[config.mk]
export PLATFORM = sky130hd
export DESIGN_NAME = regfile_wr_arbiter
export DESIGN_NICKNAME = d
export VERILOG_FILES = /design/src/rtl/regfile_wr_arbiter.sv
export SDC_FILE = /design/constraint.sdc
export NUM_CORES = 1
export LEC_CHECK = 0
export CAP_MARGIN = 20
export CORE_MARGIN = 10
export CORE_UTILIZATION = 41
export CTS_CLUSTER_DIAMETER = 150
export DETAILED_ROUTE_END_ITERATION = 8
export PLACE_DENSITY = 0.86
export SYNTH_ARGS = -nofsm -noshare
export SYNTH_HDL_FRONTEND = slang
export SYNTH_SLANG_ARGS = --single-unit
[constraint.sdc]
create_clock -name clk -period 2.16 [get_ports clk]
set_clock_uncertainty 0.05 [all_clocks]
set_input_delay 0.432 -clock clk [delete_from_list [all_inputs] [get_ports clk]]
set_output_delay 0.432 -clock clk [all_outputs]
set_load 0.005 [all_outputs]
[src/rtl/regfile_wr_arbiter.sv]
// Round-robin arbiter sharing the register file write port between ALU (A) and load (B)
// writeback, with a pending-write scoreboard. Define RF_ARB_STATS_EN for grant/conflict counters.
module regfile_wr_arbiter #(
  parameter int unsigned AW = 4,
  parameter int unsigned DW = 16
) (
  input  logic             clk,
  input  logic             reset_n,
  input  logic             a_valid,
  input  logic [AW-1:0]    a_addr,
  input  logic [DW-1:0]    a_data,
  output logic             a_ready,
  input  logic             b_valid,
  input  logic [AW-1:0]    b_addr,
  input  logic [DW-1:0]    b_data,
  output logic             b_ready,
  input  logic             rsv_valid,
  input  logic [AW-1:0]    rsv_addr,
  output logic             rsv_err,
  output logic             wr_en,
  output logic [AW-1:0]    wr_addr,
  output logic [DW-1:0]    wr_data,
  output logic [2**AW-1:0] busy
`ifdef RF_ARB_STATS_EN
  ,
  input  logic             stats_clr,
  output logic [15:0]      a_grant_cnt,
  output logic [15:0]      b_grant_cnt,
  output logic [15:0]      conflict_cnt
`endif
);

  localparam int unsigned NR = 2**AW;

  logic          prio_a_q, prio_a_d;
  logic          wr_en_q, wr_en_d;
  logic [AW-1:0] wr_addr_q, wr_addr_d;
  logic [DW-1:0] wr_data_q, wr_data_d;
  logic [NR-1:0] busy_q, busy_d;
  logic          rsv_err_q, rsv_err_d;
  logic          gnt;
  logic [AW-1:0] gnt_addr;
  logic [DW-1:0] gnt_data;

  always_comb begin
    a_ready   = reset_n & a_valid & (~b_valid | prio_a_q);
    b_ready   = reset_n & b_valid & (~a_valid | ~prio_a_q);
    gnt       = a_ready | b_ready;
    gnt_addr  = a_ready ? a_addr : b_addr;
    gnt_data  = a_ready ? a_data : b_data;

    prio_a_d  = prio_a_q;
    if (a_ready) begin
      prio_a_d = 1'b0;
    end else if (b_ready) begin
      prio_a_d = 1'b1;
    end

    wr_en_d   = gnt;
    wr_addr_d = gnt ? gnt_addr : wr_addr_q;
    wr_data_d = gnt ? gnt_data : wr_data_q;

    // Clear before set so a new reservation at the retiring register keeps it busy.
    busy_d    = busy_q;
    if (gnt) begin
      busy_d[gnt_addr] = 1'b0;
    end
    rsv_err_d = rsv_valid & busy_q[rsv_addr] & ~(gnt & (gnt_addr == rsv_addr));
    if (rsv_valid) begin
      busy_d[rsv_addr] = 1'b1;
    end
  end

  always_ff @(posedge clk) begin
    if (!reset_n) begin
      prio_a_q  <= 1'b1;
      wr_en_q   <= 1'b0;
      wr_addr_q <= '0;
      wr_data_q <= '0;
      busy_q    <= '0;
      rsv_err_q <= 1'b0;
    end else begin
      prio_a_q  <= prio_a_d;
      wr_en_q   <= wr_en_d;
      wr_addr_q <= wr_addr_d;
      wr_data_q <= wr_data_d;
      busy_q    <= busy_d;
      rsv_err_q <= rsv_err_d;
    end
  end

  assign wr_en   = wr_en_q;
  assign wr_addr = wr_addr_q;
  assign wr_data = wr_data_q;
  assign busy    = busy_q;
  assign rsv_err = rsv_err_q;

`ifdef RF_ARB_STATS_EN
  logic [15:0] a_cnt_q, a_cnt_d;
  logic [15:0] b_cnt_q, b_cnt_d;
  logic [15:0] c_cnt_q, c_cnt_d;

  always_comb begin
    a_cnt_d = a_cnt_q;
    b_cnt_d = b_cnt_q;
    c_cnt_d = c_cnt_q;
    if (stats_clr) begin
      a_cnt_d = '0;
      b_cnt_d = '0;
      c_cnt_d = '0;
    end else begin
      if (a_ready && a_cnt_q != 16'hFFFF) a_cnt_d = a_cnt_q + 16'd1;
      if (b_ready && b_cnt_q != 16'hFFFF) b_cnt_d = b_cnt_q + 16'd1;
      if (a_valid && b_valid && c_cnt_q != 16'hFFFF) c_cnt_d = c_cnt_q + 16'd1;
    end
  end

  always_ff @(posedge clk) begin
    if (!reset_n) begin
      a_cnt_q <= '0;
      b_cnt_q <= '0;
      c_cnt_q <= '0;
    end else begin
      a_cnt_q <= a_cnt_d;
      b_cnt_q <= b_cnt_d;
      c_cnt_q <= c_cnt_d;
    end
  end

  assign a_grant_cnt  = a_cnt_q;
  assign b_grant_cnt  = b_cnt_q;
  assign conflict_cnt = c_cnt_q;
`endif

endmodule

After elaboration in Yosys (flattened, before gate mapping)
Index checks and enable logic that the tools add are counted.

Output and inout bits: 40. Logic and storage cells: 43. Flip-flop bits (word level): 39.

Magnitude comparators: 4. Equality and inequality tests: 1. Multiplexer cells: 12. Reductions and logical operators: 3. Bitwise operators: 17.

Operators with widths (count): 2-to-1 mux 16 bit (3); bitwise AND 16 bit (1); inverter 16 bit (1); bitwise OR 16 bit (1); less-than comparator 4 x 5 -> 1 bit, second input constant (2); demux 1 bit (select 4 bit) (2); greater-or-equal comparator 4 x 1 -> 1 bit, second input constant (2); bitwise AND 1 bit (7); 2-to-1 mux 1 bit (5); binary-select mux 1 bit (select 4 bit) (1); equality test 4 bit (1); 2-to-1 mux 4 bit (1); inverter 1 bit (4); bitwise OR 1 bit (3); logical AND 1 bit (2); nonzero test 2 bit (1).

Logic depth before layout (Yosys ltp)
Gate-level depths: netlist of run 1.

Word-level depth: 13. Depth in mapped cells: 7. Depth with buffers taken out: 6.

Worst setup path before layout of run 1
OpenSTA, ideal clock, no wires.

Path type: in2reg. From: in reset_n. To: reg busy_q[0] (netlist: busy[0]). Setup slack: 356 ps. Path buffers: 1. Cell stages on the path: 7. Data required time: 1978 ps. Arrival: 1622 ps. Path through: buf_6 -> and2_4 -> nand2_8 -> inv_4 -> mux2_2 -> o41ai_1 -> a21oi_1.

Longest elaborated chain between the ends: 12. Elaborated cells on any way between the ends: 16. Those cells by class: order compare (2); mux (5); bitwise (8); reduce/logical (1).

RTL lines: start: declaration (RTL line 8) `input logic reset_n,`; bitwise AND 1 bit * (2 in a row) (RTL line 46) `a_ready = reset_n & a_valid & (~b_valid | prio_a_q);`; via a_ready (RTL line 12) `output logic a_ready,`; 2-to-1 mux 4 bit (RTL line 49) `gnt_addr = a_ready ? a_addr : b_addr;`; less-than comparator 4 x 5 -> 1 bit (not written as such) / greater-or-equal comparator 4 x 1 -> 1 bit (equally long branches) (RTL line 66) `busy_d[gnt_addr] = 1'b0;`; logical AND 1 bit (not written as such) (RTL line 66); 2-to-1 mux 1 bit (not written as such) (RTL line 66); demux 1 bit (select 4 bit) (RTL line 66); inverter 16 bit (no source line); bitwise AND 16 bit (no source line); 2-to-1 mux 16 bit * (RTL line 65) `if (gnt) begin`; bitwise OR 16 bit (no source line); 2-to-1 mux 16 bit * (RTL line 69) `if (rsv_valid) begin`; end signal: assignment (RTL line 87) `busy_q <= busy_d;`; end: declaration (RTL line 39) `logic [NR-1:0] busy_q, busy_d;`.

Mark *: on every way through the listed nets, which the timed path passes. The rest lies on a longest branch. A chain may end at the register's enable or synchronous reset.

Worst setup path in the final report of run 1
From: in a_valid. To: out b_ready.

Longest elaborated chain between the ends: 3.

RTL lines: start: declaration (RTL line 9) `input logic a_valid,`; inverter 1 bit (RTL line 47) `b_ready = reset_n & b_valid & (~a_valid | ~prio_a_q);`; bitwise OR 1 bit (RTL line 47); bitwise AND 1 bit (RTL line 47); end: declaration (RTL line 16) `output logic b_ready,`.

No other way between the ends.

==> results by group, run 1 <==
Worst setup path
  – Worst flop-to-flop path startpoint: prio_a_q
  – Worst Reg-to-Reg Cells: 6
  – CP Class: in -> out
  – Crit-path cells: dlygate4sd2_1 -> nand2_1 -> nand3_2 -> inv_1 -> clkdlybuf4s50_1
  – Reg2reg end: busy[0]
  – R2R setup slack: 0.47 ns
  – Arrival @ worst endpoint: approximately 1.5 ns
  – Required time worst endpoint: ~1.7 ns
  – CP Capture Type: primary output
  – Startpoint types: input port
  – CP max-delay cell: clkdlybuf4s50_1
  – Max stage delay on crit path: 0.53 ns
  – CP max FO: 4

STA
  – Final Cycle Share: 0.913
  – Final worst slack: about 0.19 ns
  – Unrepaired setup endpoints after global routing: no
  – Slew @ Worst Pin: ~0.41 ns
  – Setup-failing EPs final: 0
  – Slew Viols, Final: 0
  – Slew headroom: 0.723
  – Fmax: around 0.51 GHz
  – Setup Total Neg Slack: 0 ns
  – Min cycle time layout: 1.97 ns
  – Final Hold Viols: 0

Drt
  – Residual DRC count: 0
  – Routed WL: 7060 µm
  – DRC violation total after the first TritonRoute iteration: about 130
  – Detailed Routing Iterations Pass 1: 5
  – Via density: ~5.7
  – Vias: ~2,200
  – Post-route ant nets: 0
  – Wire length per cell: 18.4 µm

Placement
  – IO buf count: 88
  – Routability Congestion: between 0.9 and 1
  – Post-Place Worst Slack: -0.124 ns
  – Post-DP HPWL: 5500 µm

Synth
  – Sequential fraction of the synthesis area: 0.405
  – Top-count cell post-synth: dfxtp_1
  – YS warnings: 0
  – Ys flop type: dfxtp_1
  – Synth top area share: 0.405
  – Post-Syn Nets: 278
  – Distinct cells, synth: 42
  – Syn_area_per_cell: roughly 8.4 µm²
  – Cells after Synth: between 200 and 250
  – Syn Std Cell Area: 1930 µm²
  – Post-synth EDFFs: 0
  – Asr flop ratio synth: 0
  – Post-synth top area cell: dfxtp_1
  – Synth top area cells: dfxtp_1 (41%), nor2_1 (5.5%), nor3_1 (5.2%), o22ai_1 (5.2%), a21oi_1 (4.9%)
  – Synth cell count leaders: dfxtp_1 (39), nor2_1 (28), nor3_1 (20)
  – Post-synthesis sequential element count: 39

Global routing
  – Global Route Usage Sum: 0.181
  – Initial antenna violation count: 0
  – Vias in the first global route: 2,202
  – Largest net degree at the start of global routing: 25
  – First-pass GRT wire length: 11,200 µm
  – Grt ovf: 0

Floorplanning
  – Die W: between 80 and 90 µm
  – Die height: 88.6 µm
  – Core footprint: 4440 µm²
  – # IOs: 89
  – Num rows: 24
  – Initial Utilization: 0.434
  – Die Area: approximately 7800 µm²

Clock tree
  – Clk slew on worst S/H paths: 0.07 ns
  – Clk Latency, worst-skew pair: slightly below 0.3 ns
  – Hold bufs inserted after CTS: 0
  – Num CTS Buffers: 5
  – # Post-CTS Setup Buffers: 0
  – CTS HTree Levels: 2
  – CTS root buffer: clkbuf_8
  – Maximum buffer depth of the clock tree: 2
  – CTS tree: built
  – # clock sinks: 39

Hold path
  – Worst hold path type: reg -> reg
  – Worst hold path depth: 2
  – Hold Crit Endpoint: busy[2]
  – Hold Startpoint: busy[2]

Run
  – Max-Cap Viols: 0

Run status
  – Status: finished, final reports clean

Cells and area
  – Fraction of layout cells with a size suffix above 1: 0.136
  – # diodes: 0
  – Nets: 381
  – Area Overhead vs Synth: 59.0%
  – Final core occ: 0.689

Pwr
  – VDD IR max: ~250 µV
  – Pleak: 1.16 nW
  – Power density cells: approximately 550 nW/µm²
cells by family after synthesis:
logic type             count (synthesis)  share of synthesized area
buffers and inverters                 20                     0.0467
multiplexers                          10                     0.0812
AO/OA/AOI/OAI                         69                      0.230
flip-flops                            39                      0.405
AND/OR/NAND/NOR                       88                      0.223
XOR/XNOR                               3                     0.0136
per-stage QoR:
stage | total power, mW | area [µm²] | hold WS [ns] | instances
after floorplan | 0.967 | 1930 | 0.419 | 229
after global placement | 1.20 | 2970 | 0.429 | 377
after detailed placement | 1.21 | 2970 | 0.434 | 377
after CTS | 1.70 | 3060 | 0.443 | 384
after global routing | 1.78 | 3060 | 0.475 | 384
final | 1.69 | 3060 | 0.446 | 384
power by group:
part | total, mW | leakage (nW) | switching (mW) | internal (mW)
logic | 0.419 | 0.794 | 0.183 | 0.236
clock network | 0.494 | 0.0470 | 0.243 | 0.250
registers | 0.781 | 0.320 | 0.0220 | 0.759
total | 1.69 | 1.16 | 0.448 | 1.25
flip-flops by register name, summed over array words and instances (netlist names):
signal    flops
wr_en         1
rsv_err       1
wr_data      16
wr_addr       4
busy         16
prio_a_q      1
final cells by class:
class	instances	area, µm²
fillers	363	1380
multi-input cells	170	1060
repair buffers	110	1040
flip-flops and latches	39	781
clock buffers	6	82.6
well taps	52	65.1
inverters	6	25.0
clock inverters	1	5.00
metal layers:
layer  track usage  share of wire  vias up
met5             0              0        -
met4        0.0529          0.022        0
met3        0.0708           0.11       15
met2         0.303           0.45      135
met1         0.210           0.43      994
li1              -              -     1055
worst max-delay path: cells and delay by family:
kind	cells	cell delay, ns
buf+inv	3	0.85
simple gates	2	0.20
placed cells by master, fill, tap and decap left out, types with 5 or more instances in the layout:
cell type        netlist  routed
nor2_1                28      28
a21oi_1               19      19
clkbuf_8               0       6
clkdlybuf4s50_1        0      84
buf_4                  1      22
o22ai_1               16      16
nand3_1                6       5
nor3_1                20      20
nand2_1               18      18
o21ai_0               10      10
dfxtp_1               39      39
worst max path at each step:
stage	end	startpoint
after floorplan	busy[0]	reset_n
after global placement	a_ready	a_valid
after detailed placement	busy[13]	b_valid
after CTS	b_ready	reset_n
after global routing	b_ready	a_valid
final	b_ready	a_valid
timing repair:
item                                    CTS  global route
endpoints found under the hold margin     0             0
resized for setup                         4             1
endpoints found under the setup margin    2             3
pin swaps                                 1             0
cloned                                    0             0
Power figures use the tool's default switching activity.
==> inputs of run 2 (changes only) <==
--- a/config.mk
+++ b/config.mk
@@ -6,11 +6,13 @@
 export NUM_CORES = 1
 export LEC_CHECK = 0
 export CAP_MARGIN = 20
+export CELL_PAD_IN_SITES_DETAIL_PLACEMENT = 1
+export CELL_PAD_IN_SITES_GLOBAL_PLACEMENT = 2
 export CORE_MARGIN = 10
-export CORE_UTILIZATION = 41
+export CORE_UTILIZATION = 22
 export CTS_CLUSTER_DIAMETER = 150
 export DETAILED_ROUTE_END_ITERATION = 8
-export PLACE_DENSITY = 0.86
+export PLACE_DENSITY = 0.84
 export SYNTH_ARGS = -nofsm -noshare
 export SYNTH_HDL_FRONTEND = slang
 export SYNTH_SLANG_ARGS = --single-unit
==> results by group, run 2 (synthesis gave the netlist of run 1 again) <==
Worst setup path
  – Startpoint types: input port
  – CP max-delay cell: clkdlybuf4s50_1
  – Top Family by Delay on Critical Path: simple AND/OR/NAND/NOR gates
  – CP max FO: 5
  – R2R setup slack: around 0.35 ns
  – Reg2reg end: busy[5]
  – Max stage delay on crit path: 0.52 ns
  – Worst path bufs/invs: 2
  – Worst flop-to-flop path startpoint: prio_a_q
  – CP Capture Type: flop
  – Crit-path cells: clkdlybuf4s50_1 -> and2_4 -> nand2_8 -> inv_4 -> mux2i_1 -> and3_1 -> a311oi_2
  – Required time worst endpoint: between 2 and 2.5 ns
  – Worst Reg-to-Reg Cells: 6
  – Arrival @ worst endpoint: between 2 and 2.5 ns
  – CP Class: in -> reg

Global routing
  – Grt ovf: 0
  – Global Route Usage Sum: 0.128
  – Vias in the first global route: between 2,000 and 2,500
  – First-pass GRT wire length: between 10,000 and 15,000 µm
  – Largest net degree at the start of global routing: 25
  – Initial antenna violation count: 0

STA
  – Min cycle time layout: between 2 and 2.5 ns
  – Final worst slack: 0.0861 ns
  – Slew Viols, Final: 0
  – Slew headroom: 0.701
  – Fmax: 0.482 GHz
  – Setup-failing EPs final: 0
  – Slew @ Worst Pin: approximately 0.44 ns
  – Final Cycle Share: 0.960
  – Setup Total Neg Slack: 0 ns
  – Unrepaired setup endpoints after global routing: no
  – Final Hold Viols: 0

Run status
  – Status: finished, final reports clean

Pwr
  – Power density cells: roughly 600 nW/µm²
  – Total power: 1.98 mW
  – VDD IR max: around 230 µV
  – Pleak: 1.24 nW

Clock tree
  – Num CTS Buffers: 5
  – Clk slew on worst S/H paths: approximately 0.080 ns
  – CTS root buffer: clkbuf_8
  – Hold bufs inserted after CTS: 0
  – Clk Latency, worst-skew pair: 0.29 ns
  – CTS tree: built
  – # Post-CTS Setup Buffers: 0
  – CTS HTree Levels: 2
  – # clock sinks: 39
  – Maximum buffer depth of the clock tree: 2

Cells and area
  – # diodes: 0
  – Area Overhead vs Synth: 70.9%
  – Commonest non-fill, non-tap cell in the layout: clkdlybuf4s50_1
  – Nets: 394
  – Fraction of layout cells with a size suffix above 1: 0.179
  – Most frequent cells in the layout: clkdlybuf4s50_1 (85), dfxtp_1 (39), buf_4 (35), nor2_1 (28), nor3_1 (20)

Drt
  – DRC violation total after the first TritonRoute iteration: approximately 100
  – Metal1 wirelength: about 3700 µm
  – Routed WL: 8430 µm
  – Via density: 4.96
  – Residual DRC count: 0
  – Vias: 2,253
  – Top routing layer used: met4
  – Wire length per cell: 18.6 µm
  – Met2 wire length: ~3800 µm
  – Post-route ant nets: 0
  – Routed met3 length: 864 µm
  – Detailed Routing Iterations Pass 1: 4

Floorplanning
  – Die height: 114 µm
  – Core footprint: 8640 µm²
  – Num rows: 34
  – Die Area: 12,900 µm²
  – Die W: between 100 and 150 µm
  – Initial Utilization: 0.223
  – # IOs: between 80 and 90

Hold path
  – Hold Startpoint: wr_addr[2]
  – Worst hold path type: reg -> reg
  – Worst hold path depth: 2
  – Hold Crit Endpoint: wr_addr[2]

Placement
  – Post-Place Worst Slack: -0.212 ns
  – Post-DP HPWL: 6620 µm
  – IO buf count: 88
  – Routability Congestion: 0.815

Run
  – Max-Cap Viols: 0
-- run 2: layer usage --
| layer | up-vias | track usage |
|---|---|---|
| met2 | 89 | 0.206 |
| li1 | 1078 | - |
| met1 | 1078 | 0.155 |
| met4 | 0 | 0.0355 |
| met5 | - | 0 |
| met3 | 8 | 0.0509 |
-- run 2: power breakdown --
| group | switching [mW] | internal [mW] | total (mW) |
|---|---|---|---|
| clock network | 0.295 | 0.461 | 0.756 |
| logic | 0.195 | 0.252 | 0.447 |
| registers | 0.0219 | 0.758 | 0.780 |
| total | 0.512 | 1.47 | 1.98 |
-- run 2: cell type report --
type                    instances  area (µm²)
clock inverters                 3        67.6
multi-input cells             170        1080
flip-flops and latches         39         781
repair buffers                123        1140
fillers                      1025        5340
clock buffers                   5        68.8
well taps                     108         135
inverters                       6        25.0
-- run 2: tightest hold or removal path, delay by kind of cell, from the launching register on --
family	cells	cell delay (ns)
AND/OR/NAND/NOR	1	0.09
flip-flops	1	0.31
AO/OA/AOI/OAI	1	0.05
-- run 2: through the flow --
step	hold WS [ns]	instance area (µm²)	cells	util
5_1_grt	0.484	3290	454	0.381
6_report	0.451	3290	454	0.381
3_3_place_gp	0.433	3140	446	0.364
3_5_place_dp	0.441	3140	446	0.364
4_1_cts	0.456	3280	454	0.380
2_1_floorplan	0.419	1930	229	-
-- run 2: repair_timing --
action,in CTS,in global routing
resized for setup,5,2
endpoints found under the setup margin,2,3
pin swaps,1,0
hold endpoints to repair,0,0
-- run 2: worst max path at each step --
stage	slack, ns	startpoint	cells after the start	endpoint
2_1_floorplan	0.36	reset_n	7	busy[0]
3_3_place_gp	-0.20	reset_n	7	busy[5]
3_5_place_dp	-0.21	reset_n	7	busy[5]
4_1_cts	0.07	reset_n	7	busy[6]
5_1_grt	0.01	reset_n	7	busy[11]
6_report	0.09	reset_n	7	busy[5]
